$ cat src/rtl/relay_station_fifo.sv
// Relay station FIFO: DEPTH-entry register FIFO placed between two valid/ready
// interfaces. Every output is decoded from registered state only, so no
// combinational path crosses the block in either direction. Full throughput is
// kept under arbitrary backpressure. The block also reports occupancy, raises an
// almost-full flag and supports a synchronous flush.
module relay_station_fifo #(
  parameter int unsigned DW       = 8,
  parameter int unsigned DEPTH    = 4,
  parameter int unsigned AF_LEVEL = DEPTH - 1
) (
  input  logic                         clk,
  input  logic                         rst_n,
  input  logic                         flush,
  input  logic                         valid_s,
  output logic                         ready_s,
  input  logic [DW-1:0]                data_s,
  output logic                         valid_m,
  input  logic                         ready_m,
  output logic [DW-1:0]                data_m,
  output logic [$clog2(DEPTH+1)-1:0]   count,
  output logic                         almost_full
);

  localparam int unsigned AW = $clog2(DEPTH);
  localparam int unsigned CW = $clog2(DEPTH + 1);

  logic [DW-1:0] mem_q [DEPTH];
  logic [AW-1:0] wp_q, wp_d;
  logic [AW-1:0] rp_q, rp_d;
  logic [CW-1:0] count_q, count_d;
  logic          push, pop;

  // Interface outputs decoded purely from registered state.
  always_comb begin
    ready_s     = (count_q != CW'(DEPTH));
    valid_m     = (count_q != '0);
    data_m      = mem_q[rp_q];
    almost_full = (count_q >= CW'(AF_LEVEL));
    count       = count_q;
  end

  // Handshakes. Each one uses only the local output, which is a registered value.
  always_comb begin
    push = valid_s & ready_s;
    pop  = valid_m & ready_m;
  end

  // Next-state pointers and occupancy. Flush wins over any push. A pop in the
  // flush cycle counts as delivered, so the FIFO simply ends up empty.
  always_comb begin
    wp_d    = wp_q;
    rp_d    = rp_q;
    count_d = count_q;
    if (flush) begin
      wp_d    = '0;
      rp_d    = '0;
      count_d = '0;
    end else begin
      if (push) wp_d = wp_q + AW'(1);
      if (pop)  rp_d = rp_q + AW'(1);
      case ({push, pop})
        2'b10:   count_d = count_q + CW'(1);
        2'b01:   count_d = count_q - CW'(1);
        default: count_d = count_q;
      endcase
    end
  end

  // Control state with asynchronous clear.
  always_ff @(posedge clk or negedge rst_n) begin
    if (!rst_n) begin
      wp_q    <= '0;
      rp_q    <= '0;
      count_q <= '0;
    end else begin
      wp_q    <= wp_d;
      rp_q    <= rp_d;
      count_q <= count_d;
    end
  end

  // Data storage. It is never reset, and a push that coincides with flush is dropped.
  always_ff @(posedge clk) begin
    if (push && !flush) begin
      mem_q[wp_q] <= data_s;
    end
  end

endmodule

$ cat config.mk
export PLATFORM = sky130hd
export DESIGN_NAME = relay_station_fifo
export DESIGN_NICKNAME = d
export VERILOG_FILES = /design/src/rtl/relay_station_fifo.sv
export SDC_FILE = /design/constraint.sdc
export NUM_CORES = 1
export LEC_CHECK = 0
export ABC_AREA = 1
export CAP_MARGIN = 20
export CORE_UTILIZATION = 44
export DETAILED_ROUTE_END_ITERATION = 8
export PLACE_DENSITY_LB_ADDON = 0.2
export SYNTH_ARGS = -nofsm -noshare
export SYNTH_HDL_FRONTEND = slang
export SYNTH_SLANG_ARGS = --single-unit
$ cat constraint.sdc
create_clock -name clk -period 1.6 [get_ports clk]
set_input_delay 0.48 -clock clk [delete_from_list [all_inputs] [get_ports clk]]
set_output_delay 0.48 -clock clk [all_outputs]
set_load 0.01 [all_outputs]
==> flow_summary.ini, run 1 <==
[synthesis]
synth-async-reset-ratio = 0.179
yosysMostFrequentCell = edfxtp_1
syn_nets = 159
synth.cell_area_sq_mm = 0.00169
synth_mux_area_frac = 0
ys_warn_count = 0
synthXorXnorAreaFrac = 0.00520
synth-edff-count = 32
synth-compound-area-share = 0.0973
synth-main-ff-cell = edfxtp_1
synth_cell_types = 20
yosys.area_share.simple = 0.142
synth_top_area_frac = 0.570
ys_seq_elements = 39
yosysTopAreaCell = edfxtp_1
synthTopCellsByArea = edfxtp_1 (57%), dfrtp_1 (10%), o21ai_0 (5.6%), nor2_1 (4.5%), nand2_1 (3.3%)
synthAdderAreaFrac = 0.0416
ys_seq_area_frac = 0.674
synthTopCellsByCount = edfxtp_1 (32), nor2_1 (20), o21ai_0 (19), nand2_1 (15), inv_1 (11)
synth_cells = 141
synth_top_family_by_area = simple AND/OR/NAND/NOR gates
syn_avg_cell_area_sq_um = 12.0

[layout]
nets = 218
final_layout_size_suffix_gt1_frac = 0.443
diodes = 0
final_util = 0.654
area_delta_synth_final_pct = 42.2
stdcell_area_sq_mm = 0.00240
final_cells = 249

[worst_setup_path]
arrival_ns = 1.32
path_cells = inv_2 > buf_6 > o21ai_2 > o22ai_1 > buf_2
cp.required_ns = 1.12
crit_type = flop to output pin
cp_max_fo = 8
cp-start-kind = flop
max_stage_delay_ns = 0.42
cp_slowest_cell = dfrtp_1
endpoint_kind = output pin

[grt]
grt_pass1_wl_microns = 5800
antenna_found_initial = 0
grt_pass1_vias = 1224
grtUsageTotal = 0.194
grt_max_degree = 14
overflow = 0

[timing]
setup_viol_count_final = 12
hold_viol_final = 0
min_period_ns = 1.80
holdWs_ns = 0.449
setup_ws_ns = -0.196
rsz0062_at_grt = true
post-route-period-util = 1.12
worst_slew_pin_slew_ns = 0.347
slew_viol_final = 0
skew_ns = 0.00723
fmax_mhz = 557
slew_headroom = 0.768

[drt]
via_per_inst = 5.00
firstDrtPassIters = 4
first_iter_violations = 67
ant_nets = 0
routedWlPerCell_microns = 14.2
vias = 1244
drt_wl_total_microns = 3540
drcViolationCount = 0

[clock_tree]
cts.sinks = 39
cts_tree = done
cts_inserted_buffers = 5
h-tree-depth = 2
cts_root_buf = clkbuf_8
clockBufferDepth = 2
clk_latency_ns = 0.30
clkTransAtPathRegs_ns = 0.08
cts_hold_buf = 0

[power_and_ir_drop]
power_leakage_nw = 0.972
powerDensity_mw_per_mm2 = 1440
ir_drop_mv = 0.741

[run_status]
violations = setup timing
status = complete, but fails checks

[floorplanning]
die_y_microns = 63.9
dieWidth_microns = 63.9
io_pins = 27
initial_core_util = 0.460
rows = 22
coreArea_sq_mm = 0.00366
dieArea_sq_mm = 0.00408

[placed_design]
gp_congestion = 0.712
placed_cell_area_sq_mm = 0.00221
dp.cells = 237
hpwl_microns = 2480
placement.io_buffers = 26

[job]
maxCapViolCount = 0

[min_path]
min_path_type = input pin to async pin
[routing by layer]
layer  track usage  vias to the layer above  wire length (microns)
met5             0                        -                      0
met4        0.0511                        0                     21
met3        0.0607                        3                    161
met2         0.323                       24                   1750
met1         0.245                      610                   1610
li1              -                      607                      -
[flip-flops by register name, indices dropped and copies added (netlist names)]
register,count
count,3
rp_q,2
wp_q,2
mem_q,32
[power by group]
group | total [mW] | leakage [nW] | internal, mW | switching (mW)
sequential | 1.27 | 0.382 | 1.20 | 0.0700
clock | 0.665 | 0.0402 | 0.303 | 0.362
combinational | 1.51 | 0.550 | 0.719 | 0.794
[stage by stage]
| step | total power, mW | setup WS, ns | setup TNS [ns] |
|---|---|---|---|
| final | 3.45 | -0.196 | -1.62 |
| after global routing | 3.63 | -0.260 | -2.39 |
| after CTS | 3.36 | -0.215 | -1.71 |
| after detailed placement | 2.68 | -0.450 | -15.63 |
| after global placement | 2.65 | -0.381 | -13.90 |
| after floorplan | 1.95 | -0.0482 | -0.812 |
[worst max-delay path, delay by kind of cell, from the launching register on]
family                 cells  cell delay (ns)
AOI/OAI and AO/OA          2             0.18
DFF                        1             0.42
buffers and inverters      3             0.42
[path summary, 6_finish.rpt]
| path | from | end | slack, ns | cells after the start |
|---|---|---|---|---|
| min in group clk | wp_q[1] | wp_q[1] | 0.64 | 2 |
| worst min-delay path | rst_n | wp_q[0] | 0.45 | 1 |
| max in group asynchronous | rst_n | count[1] | 0.88 | 1 |
| worst min register to register | wp_q[1] | wp_q[1] | 0.64 | 2 |
| worst max register to register | count[0] | count[2] | -0.09 | 13 |
| worst max-delay path | rp_q[0] | data_m[0] | -0.20 | 5 |
[logic make-up (layout without fill, tap and decap cells)]
family | Yosys count | after routing
xor gates and xnor gates | 1 | 1
adders and majority gates | 5 | 5
and+or+nand+nor | 49 | 49
AOI/OAI and AO/OA | 30 | 30
buffers and inverters | 17 | 77
DFF | 39 | 39
[layout make-up]
type,instances,area [sq um]
Tap cell,48,60.1
Clock buffer,5,68.8
Multi-Input combinational cell,85,592
Clock inverter,3,20.0
Inverter,14,55.1
Fill cell,287,1260
Sequential cell,39,1140
Timing Repair Buffer,55,462
[cell usage in the layout, fill, tap and decap left out, drive strengths merged, types with 2 or more instances in the layout]
cell type,netlist,final
edfxtp,32,32
clkinv,1,2
clkinvlp,0,2
o21ai,19,19
a21oi,3,3
o22ai,8,8
nand3,5,5
nand2,21,21
ha,4,4
clkdlybuf4s50,0,10
inv,13,13
dlygate4sd2,0,2
dfrtp,7,7
nor2,22,22
buf,3,41
clkbuf,0,7
[repair_timing]
item | in CTS | in global routing
setup buffers | 3 | 1
cloned | 0 | 0
endpoints found under the setup margin | 48 | 46
endpoints found under the hold margin | 0 | 0
pin swaps | 9 | 7
resized for setup | 85 | 22
No activity file was read; power rests on OpenSTA's default activity.
==> run 2: changes to the inputs <==
Clock period 1.6 ns to 1.8 ns, I/O delays scaled along.
==> run 2 against run 1 <==
The flow still finishes with violations (setup timing); via count up 1.6%; clock skew down 0.0014 ns; sequential share of layout area up 1.7 points; routed wire length down 2.4%; critical endpoint is now data_m[1]; first-iteration DRC count down 52%; final cell count down 1.6%; count of clock-buffer cells in the layout up 2; worst hold slack better by 0.083 ns; global-route usage down 0.68 points; critical path depth unchanged.
==> flow_summary.ini, run 2 (synthesized netlist as in run 1, its figures left out) <==
[run_status]
status = complete, but fails checks
violations = setup timing

[drt]
vias = 1264
routedWlPerCell_microns = 14.1
ant_nets = 0
via_per_inst = 5.16
drcViolationCount = 0
first_iter_violations = 32
drt_wl_total_microns = 3460
firstDrtPassIters = 4

[layout]
nets = 214
top_register = mem_q
stdcell_area_sq_mm = 0.00231
final_util = 0.632
diodes = 0
final_cell_mix = edfxtp_1 (32), buf_4 (20), nor2_1 (15)
final_common_cell = edfxtp_1
area_delta_synth_final_pct = 37.3
final_cells = 245
final_layout_size_suffix_gt1_frac = 0.350
largest_register_ffs = 32

[clock_tree]
cts_tree = done
clkTransAtPathRegs_ns = 0.07
cts_inserted_buffers = 5
clockBufferDepth = 2
cts_hold_buf = 0
h-tree-depth = 2
cts_root_buf = clkbuf_8
clk_latency_ns = 0.29
cts.sinks = 39

[floorplanning]
io_pins = 27
dieWidth_microns = 63.9
rows = 22
initial_core_util = 0.460
die_y_microns = 63.9
coreArea_sq_mm = 0.00366
dieArea_sq_mm = 0.00408

[grt]
grt_pass1_wl_microns = 5590
grt_max_degree = 13
antenna_found_initial = 0
overflow = 0
grt_pass1_vias = 1247
grtUsageTotal = 0.188

[worst_setup_path]
r2r_slack_ns = 0.02
r2r-start = count[0]
cp.required_ns = 1.26
arrival_ns = 1.34
endpoint_kind = output pin
cp-start-kind = flop
cp_max_fo = 8
crit_type = flop to output pin
r2r_cells = 12
reg2reg_to = count[2]

[power_and_ir_drop]
powerDensity_mw_per_mm2 = 1310
power_leakage_nw = 0.944
ir_drop_mv = 0.846

[timing]
min_period_ns = 1.88
slew_viol_final = 0
setup_ws_ns = -0.0799
worst_slew_pin_slew_ns = 0.376
fmax_mhz = 532
slew_headroom = 0.749
skew_ns = 0.00580
setup_viol_count_final = 6
post-route-period-util = 1.04
rsz0062_at_grt = true
hold_viol_final = 0

[placed_design]
hpwl_microns = 2400
placement.io_buffers = 26
dp.cells = 230
placed_cell_area_sq_mm = 0.00213
gp_congestion = 0.790

[min_path]
min_path_type = input pin to async pin

[job]
maxCapViolCount = 0
-- run 2: worst max path at each step --
stage	slack, ns	start	cells past startpoint	to
2_1_floorplan	0.07	count[2]	11	count[2]
3_3_place_gp	-0.33	valid_s	11	count[2]
3_5_place_dp	-0.43	valid_s	11	count[2]
4_1_cts	-0.08	rp_q[0]	5	data_m[1]
5_1_grt	-0.14	rp_q[0]	5	data_m[1]
6_report	-0.08	rp_q[0]	5	data_m[1]
-- run 2: repair_timing --
item,CTS,global route
buffers inserted,5,1
resized for setup,65,15
cloned,1,0
endpoints found under the hold margin,0,0
setup endpoints to repair,15,11
pin swaps,4,2
-- run 2: stage by stage --
| step | hold WS [ns] | worst slack, ns | setup TNS [ns] | power, mW |
|---|---|---|---|---|
| finish | 0.532 | -0.0799 | -0.243 | 3.02 |
| floorplan | 0.244 | 0.0674 | 0 | 1.70 |
| global placement | 0.571 | -0.328 | -6.42 | 2.22 |
| detailed placement | 0.598 | -0.427 | -7.88 | 2.25 |
| CTS | 0.532 | -0.0799 | -0.268 | 2.97 |
| global route | 0.539 | -0.143 | -0.835 | 3.18 |
-- run 2: cell type report --
| cell class | count | area (sq um) |
|---|---|---|
| Fill cell | 307 | 1350 |
| Inverter | 14 | 52.6 |
| Clock inverter | 1 | 30.0 |
| Sequential cell | 39 | 1140 |
| Timing Repair Buffer | 51 | 419 |
| Tap cell | 48 | 60.1 |
| Clock buffer | 7 | 76.3 |
| Multi-Input combinational cell | 85 | 537 |
-- run 2: worst max-delay path: stages, from the launching register on --
cell and delay, ns:
dfrtp_1 0.41, buf_6 0.15, buf_4 0.15, nor2_4 0.12
o22ai_2 0.08, buf_2 0.14
-- run 2: power by group --
part / internal [mW] / total, mW / switching [mW]
combinational: 0.564 / 1.20 / 0.633
sequential: 1.07 / 1.14 / 0.0700
clock: 0.414 / 0.686 / 0.272
total: 2.05 / 3.02 / 0.975
-- run 2: layer usage --
| layer | vias up | part of all wire | global-route usage |
|---|---|---|---|
| met5 | - | 0 | 0 |
| met4 | 0 | 0.027 | 0.0824 |
| met3 | 12 | 0.066 | 0.0518 |
| met2 | 45 | 0.52 | 0.344 |
| met1 | 611 | 0.39 | 0.198 |
| li1 | 596 | - | - |
==> run 3: changes to the inputs <==
Settings changed: CTS_BUF_LIST set to sky130_fd_sc_hd__clkbuf_8.
==> run 3 against run 2 <==
The run still ends with setup timing left; final area is the same; critical path depth did not move; power shrank 0.35%; flip-flop and latch count did not move; clock power decreased by 1%; die area is the same; combinational power barely moved; sequential share of layout area is the same; worst hold slack got worse by 0.00075 ns; sequential power about the same; critical path type unchanged.
==> flow_summary.ini, run 3 (synthesized netlist as in run 1, its figures left out) <==
[run_status]
status = complete, but fails checks
violations = setup timing

[timing]
setup_ws_ns = -0.0811
rsz0062_at_grt = true
fmax_mhz = 532
slew_headroom = 0.749
worst_slew_pin_slew_ns = 0.376
holdWs_ns = 0.531
min_period_ns = 1.88
slew_viol_final = 0
skew_ns = 0.00645
post-route-period-util = 1.05
hold_viol_final = 0
setup_viol_count_final = 6

[layout]
final_cell_mix = edfxtp_1 (32), buf_4 (20), nor2_1 (15)
final_util = 0.632
seq_area_sq_mm = 0.00114
top_register = mem_q
multiInputGateArea_sq_um = 537
area_delta_synth_final_pct = 37.3
diodes = 0
nets = 214
final_common_cell = edfxtp_1
fill_cells = 307
largest_register_ffs = 32
stdcell_area_sq_mm = 0.00231
final_layout_size_suffix_gt1_frac = 0.350

[drt]
vias = 1267
ant_nets = 0
drt_wl_total_microns = 3460
first_iter_violations = 32
firstDrtPassIters = 4
routedWlPerCell_microns = 14.1
drcViolationCount = 0
via_per_inst = 5.17

[power_and_ir_drop]
powerDensity_mw_per_mm2 = 1300
p_sw_mw = 0.976
power_leakage_nw = 0.952
seqPwrFrac = 0.378
switching_share = 0.324
ir_drop_mv = 0.846
pwr-share-comb = 0.397
power_mw = 3.01
p_int_mw = 2.04
p_clk_frac = 0.225

[worst_setup_path]
cp-start-kind = flop
cp.required_ns = 1.26
arrival_ns = 1.34
r2r-start = count[0]
reg2reg_to = count[2]
r2r_cells = 12
cp_max_fo = 8
path_cells = buf_6 > buf_4 > nor2_4 > o22ai_2 > buf_2
crit_type = flop to output pin
endpoint_kind = output pin
cp_slowest_cell = dfrtp_1
max_stage_delay_ns = 0.41
r2r_slack_ns = 0.02

[job]
maxCapViolCount = 0

[grt]
met1_usage = 0.198
gr-usage-met3 = 0.0518
overflow = 0
antenna_found_initial = 0
grt_pass1_wl_microns = 5590
grt_pass1_vias = 1247
grt_max_degree = 13
grtUsageTotal = 0.188
grtUsageMet2 = 0.344
grt.busiest_layer = met2

[clock_tree]
cts_root_buf = clkbuf_8
h-tree-depth = 2
cts_inserted_buffers = 5
clk_latency_ns = 0.29
cts_tree = done
clockBufferDepth = 2
cts.sinks = 39
cts_hold_buf = 0
clkTransAtPathRegs_ns = 0.07

[floorplanning]
dieArea_sq_mm = 0.00408
initial_core_util = 0.460
io_pins = 27
dieWidth_microns = 63.9
die_y_microns = 63.9
rows = 22
coreArea_sq_mm = 0.00366

[min_path]
min_path_type = input pin to async pin

[placed_design]
hpwl_microns = 2400
placement.io_buffers = 26
placed_cell_area_sq_mm = 0.00213
pre_cts_ws_ns = -0.427
gp_congestion = 0.790
run 3: how the worst max path moves through the flow:
stage          slack, ns   endpoint     start  depth (start not counted)
2_1_floorplan       0.07   count[2]  count[2]                         11
3_3_place_gp       -0.33   count[2]   valid_s                         11
3_5_place_dp       -0.43   count[2]   valid_s                         11
4_1_cts            -0.08  data_m[1]   rp_q[0]                          5
5_1_grt            -0.14  data_m[1]   rp_q[0]                          5
6_report           -0.08  data_m[1]   rp_q[0]                          5
run 3: repair_timing:
action | in CTS | in global routing
resized for setup | 65 | 15
gates cloned | 1 | 0
buffers inserted | 5 | 1
setup endpoints to repair | 15 | 11
pin swaps | 4 | 2
run 3: cell type report:
cell class / count / share of cell area
Timing Repair Buffer: 51 / 0.181
Clock inverter: 3 / 0.0162
Tap cell: 48 / 0.0259
Sequential cell: 39 / 0.492
Multi-Input combinational cell: 85 / 0.232
Clock buffer: 5 / 0.0297
Inverter: 14 / 0.0227
run 3: power groups by stage:
stage               clock [mW]  combinational, mW  sequential [mW]
finish                   0.676               1.20             1.14
CTS                      0.684               1.13             1.14
detailed placement           0               1.08             1.17
global placement             0               1.05             1.16
global route             0.727               1.30             1.15
floorplan                    0              0.539             1.16
run 3: critical path: cells and delay by family, from the launching register on:
kind,cells,cell delay [ns]
AO/OA/AOI/OAI,1,0.08
AND/OR/NAND/NOR,1,0.12
buffers and inverters,3,0.44
flip-flops,1,0.41
run 3: stage by stage:
step	setup TNS, ns	std cells
global placement	-6.42	230
CTS	-0.269	244
finish	-0.248	245
floorplan	0	141
global route	-0.838	245
detailed placement	-7.88	230
run 3: layer usage:
layer / part of all wire / vias to the layer above
met5: 0 / -
met4: 0.027 / 0
met3: 0.069 / 12
met2: 0.52 / 47
met1: 0.39 / 611
li1: - / 597
